### src/rtl/atmega_eep_bridge_if.sv
// Host/EEPROM-side bundle for atmega_eep_bridge: request/status, the two word
// streams, and the peripheral's external access port.
interface atmega_eep_bridge_if #(
  parameter int ADDR_W = 17
);
  logic              dump_req;
  logic              load_req;
  logic              busy;
  logic              done;
  logic              cpu_hold;
  logic [31:0]       rd_word;
  logic              rd_valid;
  logic              rd_ready;
  logic [31:0]       wr_word;
  logic              wr_valid;
  logic              wr_ready;
  logic [ADDR_W-1:0] eep_addr;
  logic [7:0]        eep_wdata;
  logic              eep_wr;
  logic              eep_rd;
  logic              eep_en;
  logic [7:0]        eep_rdata;

  // Bridge side
  modport slave (
    input  dump_req, load_req, rd_ready, wr_word, wr_valid, eep_rdata,
    output busy, done, cpu_hold, rd_word, rd_valid, wr_ready,
           eep_addr, eep_wdata, eep_wr, eep_rd, eep_en
  );

  // Host / peripheral side
  modport master (
    output dump_req, load_req, rd_ready, wr_word, wr_valid, eep_rdata,
    input  busy, done, cpu_hold, rd_word, rd_valid, wr_ready,
           eep_addr, eep_wdata, eep_wr, eep_rd, eep_en
  );
endinterface

### src/rtl/atmega_eep_bridge.sv
// Save/load engine for the ATmega EEPROM: dumps the whole image as 32-bit
// little-endian words, or writes a host word stream back byte by byte.
module atmega_eep_bridge #(
  parameter int EEP_SIZE = 1024,
  parameter int ADDR_W   = 17
) (
  input  logic                  clk,
  input  logic                  rst,
  atmega_eep_bridge_if.slave    bus
);
  localparam int CW = $clog2(EEP_SIZE) + 1;

  typedef enum logic [2:0] {
    IDLE, RD_ADDR, RD_CAP, RD_PUSH, WR_POP, WR_BYTE, DONE
  } state_t;

  state_t          state_reg, state_next;
  logic [CW-1:0]   cnt_reg, cnt_next;
  logic [7:0]      rd_lane_reg [4];
  logic [7:0]      wr_lane_reg [4];
  logic [1:0]      lane;
  logic            last_byte;

  logic              busy, done, rd_valid, wr_ready;
  logic              eep_wr, eep_rd, eep_en;
  logic [ADDR_W-1:0] eep_addr;
  logic [7:0]        eep_wdata;

  assign lane      = cnt_reg[1:0];
  assign last_byte = (cnt_reg + CW'(1)) == CW'(EEP_SIZE);

  always_ff @(posedge clk or negedge rst) begin
    if (!rst) begin
      state_reg <= IDLE;
      cnt_reg   <= '0;
    end else begin
      state_reg <= state_next;
      cnt_reg   <= cnt_next;
    end
  end

  // Per-lane byte storage: read lanes fill one per RD_CAP, write lanes load a whole word
  genvar gi;
  generate
    for (gi = 0; gi < 4; gi++) begin : g_lane
      always_ff @(posedge clk or negedge rst) begin
        if (!rst) begin
          rd_lane_reg[gi] <= '0;
        end else if (state_reg == RD_CAP && lane == 2'(gi)) begin
          rd_lane_reg[gi] <= bus.eep_rdata;
        end
      end

      always_ff @(posedge clk or negedge rst) begin
        if (!rst) begin
          wr_lane_reg[gi] <= '0;
        end else if (state_reg == WR_POP && bus.wr_valid) begin
          wr_lane_reg[gi] <= bus.wr_word[8*gi +: 8];
        end
      end

      assign bus.rd_word[8*gi +: 8] = rd_lane_reg[gi];
    end
  endgenerate

  always_comb begin
    state_next = state_reg;
    cnt_next   = cnt_reg;
    busy       = 1'b0;
    done       = 1'b0;
    rd_valid   = 1'b0;
    wr_ready   = 1'b0;
    eep_wr     = 1'b0;
    eep_rd     = 1'b0;
    eep_en     = 1'b0;
    eep_addr   = '0;
    eep_wdata  = '0;

    case (state_reg)
      IDLE: begin
        if (bus.dump_req) begin
          state_next = RD_ADDR;
          cnt_next   = '0;
        end else if (bus.load_req) begin
          state_next = WR_POP;
          cnt_next   = '0;
        end
      end

      RD_ADDR: begin
        busy       = 1'b1;
        eep_en     = 1'b1;
        eep_rd     = 1'b1;
        eep_addr   = ADDR_W'(cnt_reg);
        state_next = RD_CAP;
      end

      // Peripheral data for the address presented last cycle is valid now
      RD_CAP: begin
        busy       = 1'b1;
        eep_en     = 1'b1;
        eep_rd     = 1'b1;
        eep_addr   = ADDR_W'(cnt_reg);
        cnt_next   = cnt_reg + CW'(1);
        state_next = (lane == 2'd3) ? RD_PUSH : RD_ADDR;
      end

      RD_PUSH: begin
        busy     = 1'b1;
        eep_en   = 1'b1;
        rd_valid = 1'b1;
        if (bus.rd_ready) begin
          state_next = (cnt_reg == CW'(EEP_SIZE)) ? DONE : RD_ADDR;
        end
      end

      WR_POP: begin
        busy     = 1'b1;
        eep_en   = 1'b1;
        wr_ready = 1'b1;
        if (bus.wr_valid) begin
          state_next = WR_BYTE;
        end
      end

      WR_BYTE: begin
        busy      = 1'b1;
        eep_en    = 1'b1;
        eep_wr    = 1'b1;
        eep_addr  = ADDR_W'(cnt_reg);
        eep_wdata = wr_lane_reg[lane];
        cnt_next  = cnt_reg + CW'(1);
        if (lane == 2'd3) begin
          state_next = last_byte ? DONE : WR_POP;
        end
      end

      DONE: begin
        done       = 1'b1;
        state_next = IDLE;
      end

      default: state_next = IDLE;
    endcase
  end

  assign bus.busy      = busy;
  assign bus.cpu_hold  = busy;
  assign bus.done      = done;
  assign bus.rd_valid  = rd_valid;
  assign bus.wr_ready  = wr_ready;
  assign bus.eep_wr    = eep_wr;
  assign bus.eep_rd    = eep_rd;
  assign bus.eep_en    = eep_en;
  assign bus.eep_addr  = eep_addr;
  assign bus.eep_wdata = eep_wdata;
endmodule

### src/flat_wrapper.sv
// flat-port wrapper written by rule: the top's interface ports become plain ports
module atmega_eep_bridge_flat 
#(
  parameter int EEP_SIZE = 1024,
  parameter int ADDR_W   = 17
)
  (clk, rst, bus_dump_req, bus_load_req, bus_rd_ready, bus_wr_word, bus_wr_valid, bus_eep_rdata, bus_busy, bus_done, bus_cpu_hold, bus_rd_word, bus_rd_valid, bus_wr_ready, bus_eep_addr, bus_eep_wdata, bus_eep_wr, bus_eep_rd, bus_eep_en);
  atmega_eep_bridge_if #(.ADDR_W(ADDR_W)) bus_i ();
  input  logic clk;
  input  logic rst;
  input wire logic [$bits(bus_i.dump_req)-1:0] bus_dump_req;
  input wire logic [$bits(bus_i.load_req)-1:0] bus_load_req;
  input wire logic [$bits(bus_i.rd_ready)-1:0] bus_rd_ready;
  input wire logic [$bits(bus_i.wr_word)-1:0] bus_wr_word;
  input wire logic [$bits(bus_i.wr_valid)-1:0] bus_wr_valid;
  input wire logic [$bits(bus_i.eep_rdata)-1:0] bus_eep_rdata;
  output wire logic [$bits(bus_i.busy)-1:0] bus_busy;
  output wire logic [$bits(bus_i.done)-1:0] bus_done;
  output wire logic [$bits(bus_i.cpu_hold)-1:0] bus_cpu_hold;
  output wire logic [$bits(bus_i.rd_word)-1:0] bus_rd_word;
  output wire logic [$bits(bus_i.rd_valid)-1:0] bus_rd_valid;
  output wire logic [$bits(bus_i.wr_ready)-1:0] bus_wr_ready;
  output wire logic [$bits(bus_i.eep_addr)-1:0] bus_eep_addr;
  output wire logic [$bits(bus_i.eep_wdata)-1:0] bus_eep_wdata;
  output wire logic [$bits(bus_i.eep_wr)-1:0] bus_eep_wr;
  output wire logic [$bits(bus_i.eep_rd)-1:0] bus_eep_rd;
  output wire logic [$bits(bus_i.eep_en)-1:0] bus_eep_en;
  assign bus_i.dump_req = bus_dump_req;
  assign bus_i.load_req = bus_load_req;
  assign bus_i.rd_ready = bus_rd_ready;
  assign bus_i.wr_word = bus_wr_word;
  assign bus_i.wr_valid = bus_wr_valid;
  assign bus_i.eep_rdata = bus_eep_rdata;
  assign bus_busy = bus_i.busy;
  assign bus_done = bus_i.done;
  assign bus_cpu_hold = bus_i.cpu_hold;
  assign bus_rd_word = bus_i.rd_word;
  assign bus_rd_valid = bus_i.rd_valid;
  assign bus_wr_ready = bus_i.wr_ready;
  assign bus_eep_addr = bus_i.eep_addr;
  assign bus_eep_wdata = bus_i.eep_wdata;
  assign bus_eep_wr = bus_i.eep_wr;
  assign bus_eep_rd = bus_i.eep_rd;
  assign bus_eep_en = bus_i.eep_en;
  atmega_eep_bridge #(.EEP_SIZE(EEP_SIZE), .ADDR_W(ADDR_W)) u_core (.clk(clk), .rst(rst), .bus(bus_i));
endmodule
### config.mk
export PLATFORM = sky130hd
export DESIGN_NAME = atmega_eep_bridge_flat
export DESIGN_NICKNAME = d
export VERILOG_FILES = /design/src/rtl/atmega_eep_bridge_if.sv /design/src/rtl/atmega_eep_bridge.sv /design/src/flat_wrapper.sv
export SDC_FILE = /design/constraint.sdc
export NUM_CORES = 1
export LEC_CHECK = 0
export ABC_AREA = 1
export BUFFER_PORTS_ARGS = -buffer_cell sky130_fd_sc_hd__buf_2
export CORE_UTILIZATION = 53
export DETAILED_ROUTE_END_ITERATION = 10
export PLACE_DENSITY = 0.84
export SLEW_MARGIN = 10
export SYNTH_ARGS = -nofsm -noshare
export SYNTH_HDL_FRONTEND = slang
export SYNTH_SLANG_ARGS = --single-unit
### constraint.sdc
create_clock -name clk -period 5.1 [get_ports clk]
set_input_delay 0.51 -clock clk [delete_from_list [all_inputs] [get_ports clk]]
set_output_delay 0.51 -clock clk [all_outputs]
set_load 0.02 [all_outputs]
; ---- After elaboration in Yosys (flattened, before gate mapping)
; Index checks and enable logic that the tools add are counted.
; Widths: inputs -> output; s select.
[word_totals]
ff_bits = 78
out_inout_bits = 65
in_bits = 46
wordCells = 65
[op_classes]
n_bitwise = 1
add_sub_neg = 1
muxes = 23
reduce_logical = 14
eq_ne = 15
magnitude_cmp = 1
[ops]
columns = cell, count
row1 = $mux 11, 3
row2 = $mux 8, 3
row3 = $eq 11x11->1 const B, 2
row4 = $pmux 11 s2, 1
row5 = $mux 3, 6
row6 = $pmux 3 s6, 1
row7 = $bmux 8 s2, 1
row8 = $add 11x1->11 const B, 1
row9 = $eq 3x3->1 const B, 3
row10 = $eq 3x2->1 const B, 2
row11 = $mux 1, 6
row12 = $logic_and 1x1->1, 5
row13 = $reduce_or 5->1, 1
row14 = $eq 2x2->1 const B, 2
row15 = $mux 2, 2
row16 = $ne 2x2->1 const B, 2
row17 = $reduce_and 4->1, 1
row18 = $reduce_or 2->1, 2
row19 = $eq 3x1->1 const B, 1
row20 = $ge 3x3->1 const B, 1
row21 = $logic_not 3->1, 1
row22 = $ne 3x3->1 const B, 1
row23 = $not 2->3, 1
row24 = $reduce_or 3->1, 1
row25 = 5 further kinds, 5

; ---- Logic depth before layout (Yosys ltp)
; Gate-level depths: netlist of run 1.
[logic_depth]
ltp_word = 5
mapped_depth = 12
depth_no_buf = 11

; ---- Worst setup path after synthesis of run 1
; OpenSTA, ideal clock, no wires.
[synth_path]
path_kind = reg-to-output
from = reg u_core.cnt_reg[0]
to = out bus_eep_wdata[5]
stages_incl_launch_ff = 7
required_ns = 4.590
t_arrival_ns = 1.425
setup_slack_ns = 3.165
cell_sequence = dfrtp_1 > buf_2 > buf_1 > nor2_1 > nor2_1 > o21ai_0 > a21oi_1
[synth_via]
elab_chain_len = 5
[synth_lines]
columns = item, line
row1 = start: declaration, atmega_eep_bridge.sv:18  ; logic [CW-1:0] cnt_reg, cnt_next;
row2 = start signal: assignment, atmega_eep_bridge.sv:38  ; cnt_reg <= cnt_next;
row3 = $not 2->3 (not written as such), atmega_eep_bridge.sv:131  ; eep_wdata = wr_lane_reg[lane];
row4 = $bmux 8 s2, atmega_eep_bridge.sv:131
row5 = $mux 8 (not written as such) (2 in a row), atmega_eep_bridge.sv:131
row6 = $mux 8, atmega_eep_bridge.sv:79  ; case (state_reg)
row7 = end: declaration, flat_wrapper.sv:24  ; output wire logic [$bits(bus_i.eep_wdata)-1:0] bus_eep_wdata;
; No other way between the ends. The select of a mux whose other input is x is not followed.

; ---- Worst setup path after layout of run 1
[layout_path]
from = reg u_core.cnt_reg[0]
to = out bus_eep_wdata[6]
; The elaborated chain is that of the path after synthesis.

==> key figures, run 1 <==
Timing
  – RSZ-0062 raised after global routing: no
  – Setup TNS: 0 ns
  – Rel. slew slack: 37.0%
  – Clock skew after layout: 0.0115 ns
  – Final worst slack: 2.38 ns
  – Crit path time final: 2.72 ns
  – Final period util: 53.3%
  – Achievable Freq: 368 MHz
  – Final Hold Fails: 0
  – Final Max Tran Viols: 0
  – Tightest Pin Transition: 0.945 ns
  – Final setup viols: 0

Global route
  – Vias in the first global route: 3051
  – Global route overflow: 0
  – First-pass GRT wire length: 14.6 mm
  – Largest net degree at the start of global routing: 79
  – Initial antenna violation count: 0
  – GRT Resource Usage Total: 24.9%

Clocking
  – Max Root-Sink Buffers: 2
  – CTS root buffer: clkbuf_8
  – Clock latency at the later pin of the worst-skew pair: 0.35 ns
  – Clock slew at reported path FFs: 0.09 ns
  – CTS Hold Bufs: 0
  – H-tree levels: 3
  – CTS tree: built
  – Total clock sinks: 78
  – CTS buffer count: 9
  – PostCTS Resize Cnt: 0
  – Setup bufs post-CTS: 0

Power
  – Worst VDD drop: 0.324 mV
  – Cell Pwr Density: 617 mW/mm^2
  – P_leak: 2.38 nW

Critical path
  – Crit Reg-Reg Endpoint: u_core.state_reg[1]
  – Critical path peak fanout: 22
  – Critical path cell sequence: inv_1, o21ai_0, a21oi_1, buf_2
  – Crit path DAT: 2.21 ns
  – Critical Path Start Type: flip-flop
  – WP data required: 4.59 ns
  – Critical path's top delay family: flip-flops
  – Start of the worst register-to-register path: u_core.cnt_reg[0]
  – CP Capture Type: output port
  – Setup Crit Path Kind: reg2out
  – Buf/Inv on CP: 2
  – Worst-case reg-to-reg path depth: 10
  – Flop2flop setup slack: 2.81 ns
  – CP peak stage delay: 0.78 ns
  – Slowest CP cell: dfrtp_1

Finish
  – ANT cells: 0
  – Fin util: 65.9%
  – Layout area overhead: 17.5%
  – Nets: 567
  – Share of cells above drive strength 1: 32.6%
  – Fillers: 567

Status
  – Outcome: completed

Placement
  – HPWL Detailed: 6.39 mm
  – IO Port Bufs: 104
  – Gpl congestion: 0.904
  – Pre-CTS setup slack: 2.77 ns

Synth
  – Synth warnings: 0
  – Biggest area consumer among synthesized cells: dfrtp_1
  – #FFs+latches synth: 78
  – Synth cell types: 35
  – Synth area leaders: dfrtp_1 50%, mux2_4 11%, nand2_1 6.8%
  – Mapped Cells: 421
  – Top_reg_cell synth: dfrtp_1
  – Synth top area share: 49.8%
  – Avg Inst Size Synth: 9.31 um^2
  – Asr flop ratio synth: 100%
  – Sequential fraction of the synthesis area: 49.8%
  – Post-synth EDFFs: 0
  – Netlist Area Pre-Place: 0.00392 mm^2

Floorplanning
  – Die X: 88.0 um
  – DIE HEIGHT: 88.0 um
  – Area of the core: 0.00698 mm^2
  – Initial core utilization: 56.1%
  – Row count: 30
  – DIE AREA: 0.00774 mm^2
  – Ports: 111

Route
  – Via density: 5.20
  – WL final: 8.84 mm
  – Routed len/inst: 14.3 um
  – First DRT Iteration DRCs: 237
  – Vias: 3208
  – DR pass1 iterations: 5
  – Antenna Nets Post-Route: 0
  – Remaining DRCs: 0

Flow run
  – Max-Cap Viols: 0

Min path
  – Worst Hold Class: in2async
## power breakdown
| group | switching [mW] | internal [mW] |
|---|---|---|
| Clock | 0.234 | 0.208 |
| Sequential | 0.209 | 0.896 |
| Combinational | 0.763 | 0.529 |
## worst max path at each step
stage	start	endpoint	slack (ns)	cells after the start
after global routing	u_core.cnt_reg[0]	bus_eep_wdata[6]	2.17	4
after global placement	u_core.cnt_reg[0]	bus_eep_wdata[4]	2.88	4
after detailed placement	u_core.cnt_reg[0]	bus_eep_wdata[2]	2.77	4
final	u_core.cnt_reg[0]	bus_eep_wdata[6]	2.38	4
after floorplan	u_core.cnt_reg[0]	bus_eep_wdata[5]	3.17	6
after CTS	u_core.cnt_reg[0]	bus_eep_wdata[2]	2.40	4
## metal layers
metal	GRT usage, %	share of wire, %	up-vias
li1	-	-	1547
met1	32.7	44	1531
met2	40.3	49	118
met3	5.75	5.9	12
met4	9.09	1.4	0
met5	0	0	-
## placed cells by master, fill, tap and decap left out, types with 2 or more instances in the layout
| cell type | n |
|---|---|
| nor2_1 | 67 |
| nand2_4 | 2 |
| nand3_1 | 11 |
| clkinv_4 | 2 |
| ha_1 | 5 |
| inv_6 | 2 |
| nor2_2 | 3 |
| o21ai_0 | 45 |
| inv_2 | 7 |
| conb_1 | 6 |
| mux2_2 | 2 |
| dfrtp_1 | 78 |
| mux2_4 | 30 |
| clkbuf_8 | 11 |
| buf_2 | 103 |
| nand4_1 | 4 |
| nor2_4 | 3 |
| o22ai_1 | 5 |
| a21oi_1 | 17 |
| o21ai_1 | 6 |
| nand2_1 | 71 |
| inv_1 | 28 |
## metrics by stage
| stage | total power, mW | hold WS, ns | instance area, um^2 | cells |
|---|---|---|---|---|
| 2_1_floorplan | 2.06 | 0.214 | 3940 | 426 |
| 3_3_place_gp | 2.35 | 0.461 | 4410 | 601 |
| 3_5_place_dp | 2.40 | 0.468 | 4410 | 601 |
| 4_1_cts | 2.85 | 0.336 | 4600 | 617 |
| 5_1_grt | 3.03 | 0.371 | 4600 | 617 |
| 6_report | 2.84 | 0.295 | 4600 | 617 |
## synthesized netlist by cell type, drive strengths merged (2+ instances only)
cell,number
clkbuf,4
inv,35
o21ai,52
mux2,32
o22ai,5
a21oi,17
nor2,73
dfrtp,78
nand3,11
buf,21
ha,5
nand2,74
o31ai,2
nand4,4
## cell families (layout without fill, tap and decap cells)
| kind of cell | Yosys count | in the layout | share of synthesized area, % |
|---|---|---|---|
| AND/OR/NAND/NOR | 165 | 165 | 17.8 |
| adder cells (fa/ha/maj) | 5 | 5 | 1.60 |
| other | 1 | 6 | 0.0957 |
| flip-flops | 78 | 78 | 49.8 |
| XOR/XNOR | 1 | 1 | 0.224 |
| buffers and inverters | 60 | 155 | 7.63 |
| AO/OA/AOI/OAI | 79 | 79 | 10.8 |
| multiplexers | 32 | 32 | 12.1 |
## final cells by class
| type | instances | area, um^2 | area share, % |
|---|---|---|---|
| sequential | 78 | 1950 | 42.4 |
| inverter | 35 | 131 | 2.85 |
| tap | 96 | 120 | 2.61 |
| multi-input combinational | 288 | 1690 | 36.6 |
| timing repair buffer | 104 | 523 | 11.4 |
| clock buffer | 11 | 151 | 3.29 |
| clock inverter | 5 | 40.0 | 0.870 |
Note: power is estimated with default switching activity, not from simulation.
==> run 2: changes to the inputs <==
--- a/config.mk
+++ b/config.mk
@@ -7,9 +7,9 @@
 export LEC_CHECK = 0
 export ABC_AREA = 1
 export BUFFER_PORTS_ARGS = -buffer_cell sky130_fd_sc_hd__buf_2
-export CORE_UTILIZATION = 53
+export CORE_UTILIZATION = 52
 export DETAILED_ROUTE_END_ITERATION = 10
-export PLACE_DENSITY = 0.84
+export PLACE_DENSITY = 0.83
 export SLEW_MARGIN = 10
 export SYNTH_ARGS = -nofsm -noshare
 export SYNTH_HDL_FRONTEND = slang
==> constraint.sdc (replaced) <==
create_clock -name clk -period 2.65 [get_ports clk]
set_input_delay 0.265 -clock clk [delete_from_list [all_inputs] [get_ports clk]]
set_output_delay 0.265 -clock clk [all_outputs]
set_load 0.02 [all_outputs]
==> run 2 against run 1 <==
  * Critical path depth up 1
  * Largest cell class unchanged
  * Non-clock buffer count rose by 3
  * Core utilization shrank 1.9 points
  * Power up 96%
  * Cell count is 0.97% higher
==> key figures, run 2 (synthesis results as in run 1) <==
Clocking
  – PostCTS Resize Cnt: 0 (unchanged)
  – CTS Hold Bufs: 0 (unchanged)
  – Clock latency at the later pin of the worst-skew pair: 0.36 ns (about the same)
  – H-tree levels: 3 (unchanged)
  – Total clock sinks: 78 (unchanged)
  – Setup bufs post-CTS: 0 (unchanged)
  – CTS tree: built
  – CTS buffer count: 9 (unchanged)
  – CTS root buffer: clkbuf_8
  – Clock slew at reported path FFs: 0.09 ns (about the same)
  – Max Root-Sink Buffers: 2 (unchanged)

Power
  – Switching Fraction: 42.3% (-0.22 points)
  – Switching pwr: 2.35 mW (+95%)
  – Total power: 5.55 mW (+96%)
  – Cell Pwr Density: 1200 mW/mm^2 (+94%)
  – Clock power share: 16.6% (+1.0 points)
  – Reg power frac: 37.9% (-1.0 points)
  – Internal power: 3.20 mW (+96%)
  – Worst VDD drop: 0.711 mV (+120%)
  – Gate power share: 45.4% (about the same)
  – P_leak: 2.39 nW (+0.37%)

Route
  – Via density: 5.14 (-1.2%)
  – Remaining DRCs: 0 (unchanged)
  – WL final: 8.76 mm (-0.96%)
  – DR pass1 iterations: 4 (-1)
  – Routed len/inst: 14.1 um (-1.9%)
  – Vias: 3201 (-0.22%)
  – Antenna Nets Post-Route: 0 (unchanged)
  – First DRT Iteration DRCs: 232 (-2.1%)

Finish
  – Fillers: 606 (+6.9%)
  – Final instance area: 0.00464 mm^2 (+0.87%)
  – Leading cell types in the layout, fill and taps excluded: 103 x buf_2, 78 x dfrtp_1, 71 x nand2_1, 67 x nor2_1, 45 x o21ai_0
  – Share of cells above drive strength 1: 33.0% (+0.39 points)
  – Layout area overhead: 18.5%
  – Nets: 570 (+0.53%)
  – Commonest non-fill, non-tap cell in the layout: buf_2
  – ANT cells: 0 (unchanged)

Floorplanning
  – DIE AREA: 0.00788 mm^2 (+1.9%)
  – Ports: 111 (unchanged)
  – Initial core utilization: 54.0% (-2.1 points)
  – Area of the core: 0.00725 mm^2 (+3.9%)
  – Row count: 31 (+3.3%)
  – DIE HEIGHT: 88.8 um (+0.93%)
  – Die X: 88.8 um (+0.93%)

Global route
  – Vias in the first global route: 3052 (+0.033%)
  – Largest net degree at the start of global routing: 79 (unchanged)
  – First-pass GRT wire length: 14.4 mm (-0.91%)
  – Initial antenna violation count: 0 (unchanged)
  – Global route overflow: 0 (unchanged)
  – GRT Resource Usage Total: 24.3% (-0.56 points)

Placement
  – Pre-CTS setup slack: 0.657 ns (-2.11 ns)
  – Post-DP Area: 0.00444 mm^2 (+0.60%)
  – IO Port Bufs: 104 (unchanged)
  – Gpl congestion: 0.930 (+2.9%)
  – HPWL Detailed: 6.33 mm (-0.99%)

Timing
  – Tightest Pin Transition: 0.943 ns (-0.00205 ns)
  – Final worst slack: 0.378 ns (-2.01 ns)
  – Setup TNS: 0 ns (unchanged)
  – Clock skew after layout: 0.00968 ns (-0.00179 ns)
  – Final setup viols: 0 (unchanged)
  – Final period util: 85.7%
  – RSZ-0062 raised after global routing: no
  – Final Hold Fails: 0 (unchanged)
  – Final hold slack: 0.0509 ns (-0.244 ns)
  – Final Max Tran Viols: 0 (unchanged)
  – Achievable Freq: 440 MHz
  – Rel. slew slack: 37.2% (+0.14 points)
  – Crit path time final: 2.27 ns

Status
  – Outcome: completed

Critical path
  – Buf/Inv on CP: 2 (unchanged)
  – Worst-case reg-to-reg path depth: 9 (-1)
  – WP data required: 2.38 ns (-2.21 ns)
  – Slowest CP cell: dfrtp_1
  – Critical Path Stages: 5 (+1)
  – CP peak stage delay: 0.66 ns (-0.12 ns)
  – Crit path DAT: 2.01 ns (-0.20 ns)
  – Critical path cell sequence: inv_1, nor2_1, o21ai_0, a21oi_1, buf_2
  – Setup Crit Path Kind: reg2out
  – Critical path's top delay family: flip-flops
  – Critical Path Start Type: flip-flop
  – CP Capture Type: output port
  – Critical path peak fanout: 14 (-36%)

Min path
  – Worst Hold Class: in2async

Flow run
  – Max-Cap Viols: 0 (unchanged)
[run 2: worst paths after layout]
| kind | startpoint | to | slack, ns |
|---|---|---|---|
| setup / recovery | u_core.cnt_reg[1] | bus_eep_wdata[2] | 0.38 |
| min in group clk | bus_wr_word[13] | u_core.wr_lane_reg[21] | 0.14 |
| hold reg to reg | u_core.bus.rd_word[16] | u_core.bus.rd_word[16] | 0.49 |
| setup reg to reg | u_core.cnt_reg[1] | u_core.state_reg[1] | 0.62 |
| hold / removal | rst | u_core.bus.rd_word[31] | 0.05 |
| max in group asynchronous | rst | u_core.wr_lane_reg[10] | 1.99 |
[run 2: layer usage]
layer  wire (um)  global-route usage (%)  up-vias
li1            -                       -     1549
met1        3860                    33.0     1509
met2        4220                    39.5      129
met3         533                    3.92       14
met4         150                    8.94        0
met5           0                       0        -
[run 2: stage by stage]
stage,utilization [%],cells
after global routing,64.0,623
after floorplan,-,426
after CTS,64.0,623
after detailed placement,61.2,607
after global placement,61.2,607
final,64.0,623
[run 2: power groups by stage]
stage / clock network (mW) / logic (mW) / registers, mW
2_1_floorplan: 0 / 1.66 / 2.30
3_3_place_gp: 0 / 2.45 / 2.08
3_5_place_dp: 0 / 2.53 / 2.11
4_1_cts: 0.937 / 2.54 / 2.10
5_1_grt: 0.993 / 2.78 / 2.16
6_report: 0.922 / 2.52 / 2.11
[run 2: cell type report]
class	count	area [um^2]	area share [%]
Tap cell	99	124	2.67
Inverter	35	131	2.83
Sequential cell	78	1950	42.0
Timing Repair Buffer	107	546	11.7
Clock inverter	7	81.3	1.75
Clock buffer	9	124	2.67
Multi-Input combinational cell	288	1690	36.3
